$ cat src/rtl/dff_univ_reg.sv
// Universal WIDTH-bit register: hold, shift left/right, parallel load, with
// synchronous clear/preset (clear wins, flagged). Optional parity output under DFF_UNIV_REG_PARITY_EN.
module dff_univ_reg #(
    parameter int               WIDTH      = 8,
    parameter logic [WIDTH-1:0] RESET_VAL  = {WIDTH{1'b0}},
    parameter logic [WIDTH-1:0] PRESET_VAL = {WIDTH{1'b1}}
) (
    input  logic             clk,
    input  logic             clr,
    input  logic             sclr_n,
    input  logic             pre_n,
    input  logic             en,
    input  logic [1:0]       mode,
    input  logic [WIDTH-1:0] d,
    input  logic             sin_r,
    input  logic             sin_l,
    output logic [WIDTH-1:0] q,
    output logic [WIDTH-1:0] qn,
    output logic             sout_l,
    output logic             sout_r,
`ifdef DFF_UNIV_REG_PARITY_EN
    output logic             par,
`endif
    output logic             conflict
);

    typedef enum logic [1:0] {
        MODE_HOLD  = 2'b00,
        MODE_SHL   = 2'b01,
        MODE_SHR   = 2'b10,
        MODE_LOAD  = 2'b11
    } mode_e;

    logic [WIDTH-1:0] q_q, q_d;
    logic [WIDTH-1:0] shl_w, shr_w;
    logic             conflict_q, conflict_d;

    // A 1-bit register shifts by replacing its only bit with the serial input.
    generate
        if (WIDTH == 1) begin : g_w1
            assign shl_w = sin_r;
            assign shr_w = sin_l;
        end else begin : g_wn
            assign shl_w = {q_q[WIDTH-2:0], sin_r};
            assign shr_w = {sin_l, q_q[WIDTH-1:1]};
        end
    endgenerate

    always_comb begin
        q_d        = q_q;
        conflict_d = 1'b0;
        if (!sclr_n) begin
            q_d        = RESET_VAL;
            conflict_d = ~pre_n;
        end else if (!pre_n) begin
            q_d = PRESET_VAL;
        end else if (en) begin
            case (mode_e'(mode))
                MODE_HOLD: q_d = q_q;
                MODE_SHL:  q_d = shl_w;
                MODE_SHR:  q_d = shr_w;
                MODE_LOAD: q_d = d;
                default:   q_d = q_q;
            endcase
        end
    end

    always_ff @(posedge clk or negedge clr) begin
        if (!clr) begin
            q_q        <= RESET_VAL;
            conflict_q <= 1'b0;
        end else begin
            q_q        <= q_d;
            conflict_q <= conflict_d;
        end
    end

`ifdef DFF_UNIV_REG_PARITY_EN
    logic par_q;

    always_ff @(posedge clk or negedge clr) begin
        if (!clr) begin
            par_q <= ^RESET_VAL;
        end else begin
            par_q <= ^q_d;
        end
    end

    assign par = par_q;
`endif

    assign q        = q_q;
    assign qn       = ~q_q;
    assign sout_l   = q_q[WIDTH-1];
    assign sout_r   = q_q[0];
    assign conflict = conflict_q;

endmodule

$ cat config.mk
export PLATFORM = sky130hd
export DESIGN_NAME = dff_univ_reg
export DESIGN_NICKNAME = d
export VERILOG_FILES = /design/src/rtl/dff_univ_reg.sv
export SDC_FILE = /design/constraint.sdc
export NUM_CORES = 1
export LEC_CHECK = 0
export BUFFER_PORTS_ARGS = -buffer_cell sky130_fd_sc_hd__buf_2
export CAP_MARGIN = 20
export CORE_MARGIN = 2
export CORE_UTILIZATION = 45
export DETAILED_ROUTE_END_ITERATION = 8
export GPL_TIMING_DRIVEN = 1
export PLACE_DENSITY = 0.91
export SKIP_CTS_REPAIR_TIMING = 1
export SLEW_MARGIN = 30
export SYNTH_ARGS = -nofsm -noshare
export SYNTH_HDL_FRONTEND = slang
export SYNTH_SLANG_ARGS = --single-unit
$ cat constraint.sdc
create_clock -name clk -period 3.1 [get_ports clk]
set_input_delay 0 -clock clk [delete_from_list [all_inputs] [get_ports clk]]
set_output_delay 0 -clock clk [all_outputs]
set_load 0.01 [all_outputs]
==> results of run 1 <==
[stage by stage]
stage / cell area, µm² / std cells / setup WS, ps
3_5_place_dp: 744.5 / 103 / 1998
5_1_grt: 792.0 / 109 / 1900
4_1_cts: 772.0 / 107 / 1988
3_3_place_gp: 744.5 / 103 / 2035
6_report: 792.0 / 109 / 1924
2_1_floorplan: 618.1 / 60 / 2005
[cell type report]
cell class	instances	area share, %
timing repair buffer	37	24.64
tap	15	2.370
clock buffer	3	2.844
clock inverter	1	0.6319
inverter	8	3.791
sequential	9	28.44
multi-input combinational	36	37.28
[registers in the layout, indices dropped and copies added, names as in the netlist]
signal / cells
conflict: 1
q: 8
[routing by layer]
metal	global-route usage (%)	vias up	part of all wire, %
li1	-	285	-
met1	21.67	272	42
met2	31.25	23	51
met3	2.717	0	6.4
met4	8.333	0	0
met5	0	-	0
[power groups by stage]
| stage | combinational [W] | sequential (W) | clock (W) |
|---|---|---|---|
| global route | 0.000117 | 0.000147 | 0.000103 |
| CTS | 0.000103 | 0.000144 | 0.0000952 |
| detailed placement | 0.000103 | 0.000147 | 0 |
| global placement | 0.000101 | 0.000146 | 0 |
| floorplan | 0.0000608 | 0.000151 | 0 |
| finish | 0.000105 | 0.000145 | 0.0000898 |
[final timing paths]
kind                            depth (start not counted)  slack [ps]       end   start
min in group asynchronous                               2         140      q[2]     clr
worst min-delay path                                    2          80  conflict  sclr_n
worst min register to register                          1         600      q[2]    q[2]
max in group asynchronous                               2        2770  conflict     clr
worst max-delay path                                    4        1920      q[0]   pre_n
worst max register to register                          3        1990      q[2]    q[3]
[critical path, stage by stage]
cell	delay [ps]
dlygate4sd3_1	550
buf_2	130
nor2b_1	480
a311o_1	210
[logic make-up (layout without fill, tap and decap cells)]
| logic type | after synthesis | count (layout) | synth area share, % |
|---|---|---|---|
| compound gates | 18 | 18 | 28.34 |
| flops | 9 | 9 | 36.44 |
| buf+inv | 15 | 49 | 15.79 |
| simple gates | 10 | 10 | 6.478 |
| mux | 8 | 8 | 12.96 |
[cells in the final DEF, fill, tap and decap left out]
| cell type | n |
|---|---|
| clkbuf_4 | 3 |
| a211oi_1 | 7 |
| mux2i_1 | 8 |
| inv_1 | 8 |
| dlygate4sd3_1 | 2 |
| a211oi_2 | 1 |
| nor2b_1 | 1 |
| a311o_1 | 8 |
| nor2_1 | 9 |
| clkinv_2 | 1 |
| buf_2 | 35 |
| dfrtp_1 | 9 |
| o21ai_2 | 1 |
| o211ai_4 | 1 |
==> flow_summary.toml, run 1 <==
[sta]
final-setup-viol-count = 0
worst_pin_slew_ps = 605.0
period_needed_ps = 1176
whs_ps = 78.90
tns_ps = 0
finalCritPeriodShare_pct = 37.92
rsz0062_at_grt = "false"
fmax_mhz = 850.7
fin_skew_ps = 9.113
hold_violations = 0
slew_viol_final = 0
relSlewSlack_pct = 59.58

[pwr]
switching_share_pct = 33.51
ir_drop_uv = 230.5
power_w = 0.0003398
p_seq_share_pct = 42.6
p_clk_share_pct = 26.4
p_switching_w = 0.0001139
p_int_w = 0.0002259
power_density_nw_per_um2 = 429.1
power_frac_comb_pct = 30.9
leakage_nw = 0.4132

[die]
ios = 36
core-area_um2 = 1285
num_rows = 13
start_util_pct = 48.10
die-height_um = 41.06
dieArea_um2 = 1686
die_w_um = 41.06

[cts]
clockBufferDepth = 2
worstSkewPairLatency_ps = 260
clock_sinks = 9
cts_buffers = 3
clk_pin_slew_ps = 60
h-tree-depth = 1
root_buffer = "clkbuf_4"
tritoncts = "yes"

[grt]
grt-ovfl-total = 0
grt_pass1_vias = 458
antenna_found_initial = 0
grt_usage_pct = 18.10
grt_max_degree = 19
grt_pass1_wl_mm = 1.980

[status]
status = "completed"

[finish]
utilization_pct = 61.64
final-seq-area_um2 = 225.2
antenna_cells = 0
multi_input_area_um2 = 295.3
nets = 112
drive_gt1_share_pct = 44.68
area_growth_pct = 28.14
fillers = 113

[drt]
wire_per_inst_um = 13.84
drcViolationCount = 0
via_count = 580
antenna_left = 0
drtPass1Iterations = 4
avgViaCountPerCell = 5.321
drt_iter0_markers = 8
postRouteWirelength_mm = 1.509

[critical_path]
worstSetupPathType = "primary input to register"
crit_arrival_ps = 1370
end_kind = "register"
crit_path_start_kind = "primary input"
cp.required_ps = 3290
cp_max_fo = 8

[yosys]
yosys.area.top_type = "dfrtp_1"
synth_edf_count = 0
synth_area_per_cell_um2 = 10.30
ys_ff_latch = 9
ys_types = 12
synth.top_cell.area_share_pct = 36.44
syn_area_um2 = 618.1
syn_nets = 77
synthArstFlopShare_pct = 100.0
postSynthCellCount = 60
ys_seq_area_share_pct = 36.44
synth.area.top_cells = "dfrtp_1 36%, a311o_1 13%, mux2i_1 13%"
synth_ff_type = "dfrtp_1"
yosys-top-cells-count = "9 x dfrtp_1, 9 x nor2_1, 8 x a311o_1, 8 x inv_1, 8 x mux2i_1"
yosysWarnings = 0

[place]
port_buffers = 35
hpwl_mm = 1.032
gp_congestion = 0.6855

[run]
maxCapViolations = 0

[worst_hold_path]
hold_class = "primary input to register"
No activity file was read; power rests on OpenSTA's default activity.
==> inputs of run 2 (changes only) <==
Settings changed: ABC_AREA set to 1, CORE_UTILIZATION 45 to 40, PLACE_DENSITY 0.91 to 0.85.
Clock period 3.1 ns to 1.12 ns, I/O delays scaled along.
==> flow_summary.toml, run 2 <==
[yosys]
synth_edf_count = 0
syn_nets = 107
synth.area.top_cells = "dfrtp_1 39%, nand2_1 28%, nand3_1 7.8%"
ys_seq_area_share_pct = 38.79
yosysWarnings = 0
synth_area_per_cell_um2 = 6.451
yosys-top-cells-count = "43 x nand2_1, 12 x inv_1, 9 x dfrtp_1, 9 x nand3_1, 8 x a21oi_1"
yosys.area.top_type = "dfrtp_1"
synth.top_cell.area_share_pct = 38.79
postSynthCellCount = 90
syn_area_um2 = 580.6
synthArstFlopShare_pct = 100.0
synth_ff_type = "dfrtp_1"
yosysMostFrequentCell = "nand2_1"
ys_types = 10
ys_ff_latch = 9

[critical_path]
critical_path.startpoint = "sclr_n"
crit_path_start_kind = "primary input"
crit_arrival_ps = 1350
crit_end = "conflict"
worstSetupPathType = "primary input to register"
regToRegSetupSlack_ps = 200
r2r-end = "q[7]"
rr_worst_depth = 4
cp.required_ps = 1320
cp_max_fo = 4
r2r_start = "q[6]"
end_kind = "register"

[drt]
drtPass1Iterations = 4
wire_per_inst_um = 11.14
via_count = 693
drcViolationCount = 0
avgViaCountPerCell = 4.779
postRouteWirelength_mm = 1.616
drt_iter0_markers = 11
antenna_left = 0

[die]
num_rows = 13
dieArea_um2 = 1772
start_util_pct = 43.53
core-area_um2 = 1334
die_w_um = 42.10
die-height_um = 42.10
ios = 36

[cts]
h-tree-depth = 1
clock_sinks = 9
root_buffer = "clkbuf_4"
worstSkewPairLatency_ps = 270
clockBufferDepth = 2
tritoncts = "yes"
clk_pin_slew_ps = 70
cts_buffers = 3

[sta]
worst_pin_slew_ps = 278.0
fin_skew_ps = 9.023
finalCritPeriodShare_pct = 102.9
slew_viol_final = 0
period_needed_ps = 1152
hold_violations = 0
relSlewSlack_pct = 81.45
setup_slack_ps = -32.34
whs_ps = 47.99
final-setup-viol-count = 1
fmax_mhz = 867.8

[grt]
grt_use_met2_pct = 35.63
antenna_found_initial = 0
grt_pass1_vias = 674
met3_usage_pct = 2.586
grt-busiest-layer = "met2"
grt_pass1_wl_mm = 2.732
grt_max_degree = 10
use_met1_pct = 20.74
grt_usage_pct = 19.95
grt-ovfl-total = 0

[finish]
largest_reg_flops = 8
area_growth_pct = 40.73
drive_gt1_share_pct = 33.85
layout_common_cells = "43 x nand2_1, 35 x buf_2, 12 x inv_1"
fin_area_um2 = 817.0
utilization_pct = 61.26
antenna_cells = 0
layout_commonest_cell = "nand2_1"
nets = 148

[place]
gp_congestion = 0.8274
dp_slack_ps = 239.7
port_buffers = 35
hpwl_mm = 1.153
placed_area_um2 = 759.5

[worst_hold_path]
holdPathStages = 5
hold_class = "primary input to register"

[pwr]
ir_drop_uv = 485.4
leakage_nw = 0.4857
power_density_nw_per_um2 = 1136

[run]
maxCapViolations = 0

[status]
violations = "negative setup slack"
status = "finished with violations"
[run 2: cell count changes in the layout (fill, tap and decap cells not counted), sizes merged, moves of 8 or more]
cell,delta
nand2,+44
nand3,+9
a211oi,-8
a21oi,+8
a311o,-8
mux2i,-8
[run 2: worst min path at each step]
stage	start	slack (ps)	end
2_1_floorplan	clr	-300	conflict
3_3_place_gp	clr	-130	q[2]
3_5_place_dp	clr	-130	q[2]
4_1_cts	clr	-420	q[2]
5_1_grt	d[2]	60	q[2]
6_report	d[1]	50	q[1]
[run 2: metrics by stage]
stage / setup TNS, ps / total power, W / cells
finish: -32.34 / 0.0009281 / 145
global route: -61.34 / 0.0009922 / 145
CTS: 0 / 0.0009285 / 142
detailed placement: 0 / 0.0006676 / 138
global placement: 0 / 0.0006610 / 138
floorplan: 0 / 0.0005460 / 90
[run 2: power breakdown]
group / total (W) / switching, W / internal, W
clock: 0.000259 / 0.000127 / 0.000132
combinational: 0.000272 / 0.000157 / 0.000116
sequential: 0.000396 / 0.0000391 / 0.000357
total: 0.000928 / 0.000323 / 0.000605
[run 2: kinds of logic after synthesis]
kind of cell / after synthesis / share of synthesized area (%)
AOI/OAI and AO/OA: 8 / 6.897
DFF: 9 / 38.79
and+or+nand+nor: 57 / 42.67
buffers and inverters: 16 / 11.64
[run 2: cell type report]
class                      count  area (µm²)
multi-input combinational     65       287.8
clock inverter                 1       5.005
timing repair buffer          38       205.2
tap                           15       18.77
clock buffer                   3       22.52
inverter                      14       52.55
fill                         132       516.7
sequential                     9       225.2
[run 2: critical path, stage by stage]
cell and delay [ps]:
buf_2 120, dlygate4sd3_1 550, nor2_1 100, dlygate4sd3_1 580
[run 2: routing by layer]
metal  up-vias  wire length (µm)  part of all wire (%)
met4         0                38                   2.4
met1       304               628                    39
li1        353                 -                     -
met5         -                 0                     0
met3         4               122                   7.5
met2        32               827                    51
==> inputs of run 3 (changes only) <==
Settings changed: CORE_UTILIZATION 40 to 36, PLACE_DENSITY 0.85 to 0.69.
==> flow_summary.toml, run 3 (synthesis results as in run 2) <==
[cts]
cts_buffers = 3
root_buffer = "clkbuf_4"
clk_pin_slew_ps = 70
h-tree-depth = 1
tritoncts = "yes"
clock_sinks = 9
clockBufferDepth = 2
worstSkewPairLatency_ps = 270

[finish]
final-seq-area_um2 = 225.2
multi_input_area_um2 = 287.8
fin_area_um2 = 817.0
nets = 148
antenna_cells = 0
largest_reg_flops = 8
layout_commonest_cell = "nand2_1"
area_growth_pct = 40.73
fillers = 175
utilization_pct = 54.24
layout_common_cells = "43 x nand2_1, 35 x buf_2, 12 x inv_1"
drive_gt1_share_pct = 33.08

[die]
dieArea_um2 = 1950
ios = 36
start_util_pct = 38.54
core-area_um2 = 1506
die-height_um = 44.16
die_w_um = 44.16
num_rows = 14

[sta]
period_needed_ps = 905.7
slew_viol_final = 0
rsz0062_at_grt = "false"
final-setup-viol-count = 0
hold_violations = 0
relSlewSlack_pct = 82.90
fmax_mhz = 1104
tns_ps = 0
fin_skew_ps = 2.066
worst_pin_slew_ps = 256.3
finalCritPeriodShare_pct = 80.87

[status]
status = "completed"

[pwr]
p_int_w = 0.0006110
switching_share_pct = 34.42
p_clk_share_pct = 28.4
power_frac_comb_pct = 29.0
p_switching_w = 0.0003208
ir_drop_uv = 685.3
power_density_nw_per_um2 = 1140
leakage_nw = 0.4816
p_seq_share_pct = 42.6

[worst_hold_path]
hold_end = "q[7]"
hold_class = "primary input to register"
holdPathStages = 5
hold_start = "sin_l"

[place]
placed_area_um2 = 760.7
port_buffers = 35
gp_congestion = 0.8035
hpwl_mm = 1.131

[critical_path]
cp.required_ps = 1280
end_kind = "register"
crit_path_start_kind = "register"
regToRegSetupSlack_ps = 210
critPathMaxStageDelay_ps = 420
crit_slowest_cell = "dfrtp_1"
rr_worst_depth = 4
r2r_start = "q[1]"
cp_common_cell = "nand2_1"
worstSetupPathType = "register to register"
cp_max_fo = 5
crit_arrival_ps = 1060
path_cells = "a21oi_1, nand3_1, nand2_1, nand2_1"
r2r-end = "q[2]"

[grt]
grt_usage_pct = 17.51
grt_pass1_wl_mm = 2.449
antenna_found_initial = 0
grt_pass1_vias = 559
grt-ovfl-total = 0
grt_max_degree = 10

[drt]
drtPass1Iterations = 5
drt_iter0_markers = 9
drcViolationCount = 0
via_count = 683
postRouteWirelength_mm = 1.602
wire_per_inst_um = 10.97
antenna_left = 0
avgViaCountPerCell = 4.678

[run]
maxCapViolations = 0
## run 3: cell types whose count changed in the layout (fill, tap and decap cells not counted), sizes merged
cell	delta
clkbuf	+1
clkinv	-1
## run 3: how the worst max path moves through the flow
stage                     start  endpoint  slack [ps]  cells after the start
after global placement     q[5]      q[6]         260                      4
after detailed placement   q[4]      q[5]         230                      4
final                      q[1]      q[2]         210                      4
after floorplan            q[0]      q[1]         270                      4
after global routing       q[1]      q[2]         100                      4
after CTS                  q[4]     qn[4]         210                      2
## run 3: power groups by stage
| stage | sequential, W | clock (W) | combinational (W) |
|---|---|---|---|
| after detailed placement | 0.000403 | 0 | 0.000264 |
| final | 0.000397 | 0.000264 | 0.000271 |
| after global routing | 0.000402 | 0.000284 | 0.000307 |
| after global placement | 0.000399 | 0 | 0.000265 |
| after CTS | 0.000397 | 0.000274 | 0.000266 |
| after floorplan | 0.000413 | 0 | 0.000133 |
## run 3: final cells by class
class,instances,area share [%]
timing repair buffer,38,25.11
tap,16,2.450
clock buffer,4,3.216
multi-input combinational,65,35.22
inverter,14,6.432
sequential,9,27.57
## run 3: through the flow
stage	hold WS [ps]	cells	power [W]	worst slack, ps
3_5_place_dp	-131.4	139	0.0006677	233.3
5_1_grt	70.99	146	0.0009937	95.04
6_report	41.14	146	0.0009318	214.3
2_1_floorplan	-295.6	90	0.0005460	267.4
3_3_place_gp	-134.3	139	0.0006645	262.1
4_1_cts	-425.4	143	0.0009364	209.0
## run 3: worst max-delay path, delay by kind of cell, from the launching register on
kind	cells	cell delay (ps)
compound gates	1	170
flops	1	420
simple gates	3	200
## run 3: layer usage
metal / GRT usage (%) / wire, µm
met3: 6.531 / 131
met2: 28.53 / 787
met1: 20.65 / 671
met5: 0 / 0
met4: 7.273 / 11
